==> src/rtl/ripple_count_monitor.sv <==
// Synchronizes the async_counter ripple bus into the clock domain, filters ripple,
// publishes a stable count and keeps a saturating total of counted events.
module ripple_count_monitor #(
  parameter int WIDTH         = 4,
  parameter int STABLE_CYCLES = 2,
  parameter int ACC_WIDTH     = 16
) (
  input  logic                 clock,
  input  logic                 reset,
  input  logic [WIDTH-1:0]     count_in,
  input  logic                 clear,
  output logic [WIDTH-1:0]     count_out,
  output logic                 count_valid,
  output logic                 wrap_pulse,
  output logic [ACC_WIDTH-1:0] total,
  output logic                 overflow
);

  localparam int RUN_W = 4;
  localparam logic [RUN_W-1:0] RUN_MAX = RUN_W'(STABLE_CYCLES);

  logic [WIDTH-1:0]   s1;
  logic [WIDTH-1:0]   s2;
  logic [WIDTH-1:0]   cand;
  logic [RUN_W-1:0]   run;
  logic               same;
  logic               commit;
  logic               accumulate;
  logic [WIDTH-1:0]   delta;
  logic [ACC_WIDTH:0] sum;
  logic               saturate;

  // A commit is the edge on which run reaches STABLE_CYCLES; the very first
  // commit after reset only seeds count_out and does not accumulate.
  always_comb begin
    same       = (s2 == cand);
    commit     = same && (run == RUN_MAX - 1'b1);
    accumulate = commit && count_valid;
    delta      = cand - count_out;
    sum        = {1'b0, total} + (ACC_WIDTH+1)'(delta);
    saturate   = sum[ACC_WIDTH];
  end

  always_ff @(posedge clock or posedge reset) begin
    if (reset) begin
      s1   <= '0;
      s2   <= '0;
      cand <= '0;
      run  <= '0;
    end else begin
      s1 <= count_in;
      s2 <= s1;
      if (!same) begin
        cand <= s2;
        run  <= '0;
      end else if (run < RUN_MAX) begin
        run <= run + 1'b1;
      end
    end
  end

  always_ff @(posedge clock or posedge reset) begin
    if (reset) begin
      count_out   <= '0;
      count_valid <= 1'b0;
      wrap_pulse  <= 1'b0;
    end else begin
      wrap_pulse <= accumulate && (cand < count_out);
      if (commit) begin
        count_out   <= cand;
        count_valid <= 1'b1;
      end
    end
  end

  // Clear wins over a coincident commit: that commit's delta is dropped.
  always_ff @(posedge clock or posedge reset) begin
    if (reset) begin
      total    <= '0;
      overflow <= 1'b0;
    end else if (clear) begin
      total    <= '0;
      overflow <= 1'b0;
    end else if (accumulate) begin
      if (saturate) begin
        total    <= '1;
        overflow <= 1'b1;
      end else begin
        total <= sum[ACC_WIDTH-1:0];
      end
    end
  end

endmodule

==> config.mk <==
export PLATFORM = sky130hd
export DESIGN_NAME = ripple_count_monitor
export DESIGN_NICKNAME = d
export VERILOG_FILES = /design/src/rtl/ripple_count_monitor.sv
export SDC_FILE = /design/constraint.sdc
export NUM_CORES = 1
export LEC_CHECK = 0
export ABC_CLOCK_PERIOD_IN_PS = 3900
export BUFFER_PORTS_ARGS = -buffer_cell sky130_fd_sc_hd__buf_2
export CAP_MARGIN = 15
export CORE_AREA = 5 5 65 67
export CTS_CLUSTER_DIAMETER = 60
export DETAILED_ROUTE_END_ITERATION = 10
export DIE_AREA = 0 0 70 72
export HOLD_SLACK_MARGIN = 0.1
export PLACE_DENSITY = 0.76
export SYNTH_ARGS = -nofsm -noshare
export SYNTH_HDL_FRONTEND = slang
export SYNTH_SLANG_ARGS = --single-unit
==> constraint.sdc <==
create_clock -name clock -period 3.9 [get_ports clock]
set_clock_uncertainty 0.15 [all_clocks]
set_input_delay 0.78 -clock clock [delete_from_list [all_inputs] [get_ports clock]]
set_output_delay 0.78 -clock clock [all_outputs]
set_load 0.03 [all_outputs]
==> flow_summary.ini <==
[worst_setup_path]
cp-end-kind = flop
slowest_stage = fa_1
rrSetupSlack_ns = 0.72
path_cells = inv_1 -> ha_1 -> inv_1 -> fa_1 -> inv_1 -> fa_1 -> nor2b_1 -> o221ai_1 -> nor3_2 -> a21oi_1 -> a311oi_1
worstReg2RegEnd = total[12]
worst_path_most_repeated_cell = inv_1
crit_type = reg -> reg
cp.required_ns = 4.00
r2r_cells = 11
max_stage_delay_ns = 0.51
cp.arrival_ns = 3.28
worst_setup_path_start_kind = flop
critPathMaxFanout = 8
reg2reg_from = cand[0]

[clocking]
cts_setup_buffers = 0
cts-root-buf = clkbuf_4
cts.clk_slew.worst_paths_ns = 0.12
insertion_delay_ns = 0.34
cts_buffer_depth = 2
postCtsResizedCells = 0
tritoncts = yes
clkSinkCount = 39
cts_hold_buf = 0
h-tree-depth = 2
cts_made_buffers = 5

[route]
avgViaCountPerCell = 5.77
wl_per_cell_um = 15.2
wirelength_mm = 3.91
drtAntennaViolNets = 0
drc = 0
drt_first_pass_iters = 4
vias = 1484
drtIter0Drc = 139

[place]
dp_cells = 249
place_hpwl_mm = 2.91
place_ws_ns = 0.734
port-buffer-count = 29
gp_congestion = 0.777

[flow_run]
cap_violations = 0

[synth]
ys_types = 40
synth_cells = 178
syn_area_sq_um = 1930
syn_nets = 197
synth_seq_cells = 39
syn_area_per_cell_sq_um = 10.8
yosysSeqAreaShare_pct = 50.6
ys_warn_count = 0

[worst_hold_path]
holdPathStages = 0
hold_class = reg -> reg
min_from = s1[3]
holdPathEnd = s2[3]

[power]
p_per_area_nw_per_um2 = 359
power.total_w = 0.000784
vdd_drop_max_v = 0.000220
p_leak_nw = 1.03

[sta]
maxSlewHeadroom_pct = 59.3
rsz0062_at_grt = false
finalSetupViolations = 0
final_hold_viol_count = 0
setup_ws_ns = 0.720
drv_slew = 0
fin_hold_ws_ns = 0.214
worstMarginPinSlew_ns = 0.608
finalCritPeriodShare_pct = 81.5
timing.fmax_mhz = 314
fin_tns_setup_ns = 0
period_minus_slack_ns = 3.18

[run_status]
status = complete, no violations

[floorplan]
row_count = 22
core_sq_um = 3580
dieHeight_um = 72
io_pins = 30
dieArea_sq_um = 5040
die_x_um = 70
initial_utilization_pct = 53.9

[grt]
grt_start_max_net_pins = 40
grt.overflow.total = 0
antenna_found_initial = 0
grt_first_pass_wirelength_mm = 6.86
grt_pass1_vias = 1499
grt_use_total_pct = 16.8

[final_layout]
antennaDiodeCount = 0
final_cell_mix = dfrtp_1, buf_2, inv_1, nor2_1, a21oi_1
mostFrequentLayoutCell = dfrtp_1
fin_cells = 257
num-fill-cells = 300
layout-drive-gt1-share_pct = 22.0
fin_nets = 227
area_growth_pct = 13.4
==> worst max path at each step <==
stage                       startpoint  cells past startpoint        end
after floorplan           count_out[0]                     10   total[4]
after global placement         cand[0]                     11   total[4]
after detailed placement       cand[0]                     11  total[12]
after CTS                      cand[0]                     11  total[12]
after global routing           cand[0]                     11  total[12]
final                          cand[0]                     11  total[12]
==> area by class of cell <==
type | instances | area, sq um | area share (%)
sequential | 39 | 976 | 44.6
multi-input combinational | 114 | 858 | 39.2
timing repair buffer | 30 | 153 | 6.98
inverter | 18 | 67.6 | 3.09
clock buffer | 7 | 65.1 | 2.97
tap | 48 | 60.1 | 2.75
clock inverter | 1 | 7.51 | 0.343
==> per-stage QoR <==
step,utilization [%],area (sq um)
after floorplan,-,1930
after global placement,59.1,2110
after detailed placement,59.1,2110
after CTS,61.1,2190
after global routing,61.1,2190
final,61.1,2190
==> power breakdown <==
part	internal (W)	switching (W)
Clock	0.000105	0.000132
Sequential	0.000420	0.0000108
Combinational	0.0000455	0.0000707
Total	0.000570	0.000214
==> sequential cells by signal (all words and copies together) (netlist names) <==
name and cells:
count_out 4, s2 4, count_valid 1, overflow 1, wrap_pulse 1, run 4, s1 4, total 16
cand 4
==> synth_stat cells <==
master,number,area share (%)
xnor2_1,6,2.7
and2_1,1,0.32
buf_2,1,0.26
a21oi_1,11,2.9
o21ai_0,3,0.78
a221oi_1,3,1.4
or2_1,2,0.65
or3_1,1,0.32
o22ai_1,1,0.32
nor3_1,5,1.3
nand4_1,3,0.97
a211o_1,1,0.45
a21o_1,4,1.6
nand3_1,2,0.52
and4b_1,2,1.0
xor2_1,3,1.4
nor3_2,3,1.6
o21ai_1,2,0.52
ha_1,10,6.5
a211oi_1,3,1.2
o221ai_1,1,0.45
nor2b_1,2,0.65
and4_4,2,1.2
nor3b_2,2,1.3
clkbuf_1,6,1.2
nand2b_1,1,0.32
or4b_4,1,0.71
and3_1,4,1.3
inv_1,18,3.5
a311oi_1,5,2.3
a41oi_1,1,0.45
nor2_1,13,2.5
a31oi_1,3,0.97
fa_1,2,2.1
dfrtp_1,39,51
mux2_1,3,1.8
a2111oi_0,1,0.45
nand2_1,5,0.97
nor4b_1,1,0.45
o21a_1,1,0.39
==> worst max-delay path: cells and delay by family, from the launching register on <==
family                     cells  cell delay, ns
adders and majority gates      3            1.08
and+or+nand+nor                2            0.60
buffers and inverters          3            0.19
DFF                            1            0.41
AOI/OAI and AO/OA              3            0.66
==> cells by family (layout without fill, tap and decap cells) <==
kind of cell	count (synthesis)	count (layout)	share of synthesized area (%)
AOI/OAI and AO/OA	40	40	14.0
xor gates and xnor gates	9	9	4.09
adders and majority gates	12	12	8.56
buffers and inverters	25	56	4.93
DFF	39	39	50.6
muxes	3	3	1.75
and+or+nand+nor	50	50	16.1
==> layer usage <==
metal  GRT usage [%]  vias up  wire [um]  share of wire (%)
li1                -      697          -                  -
met1            20.9      721       1570                 40
met2            28.8       57       2040                 52
met3            3.88        9        213                5.5
met4            6.60        0         86                2.2
met5               0        -          0                  0
Note: power is estimated with default switching activity, not from simulation.
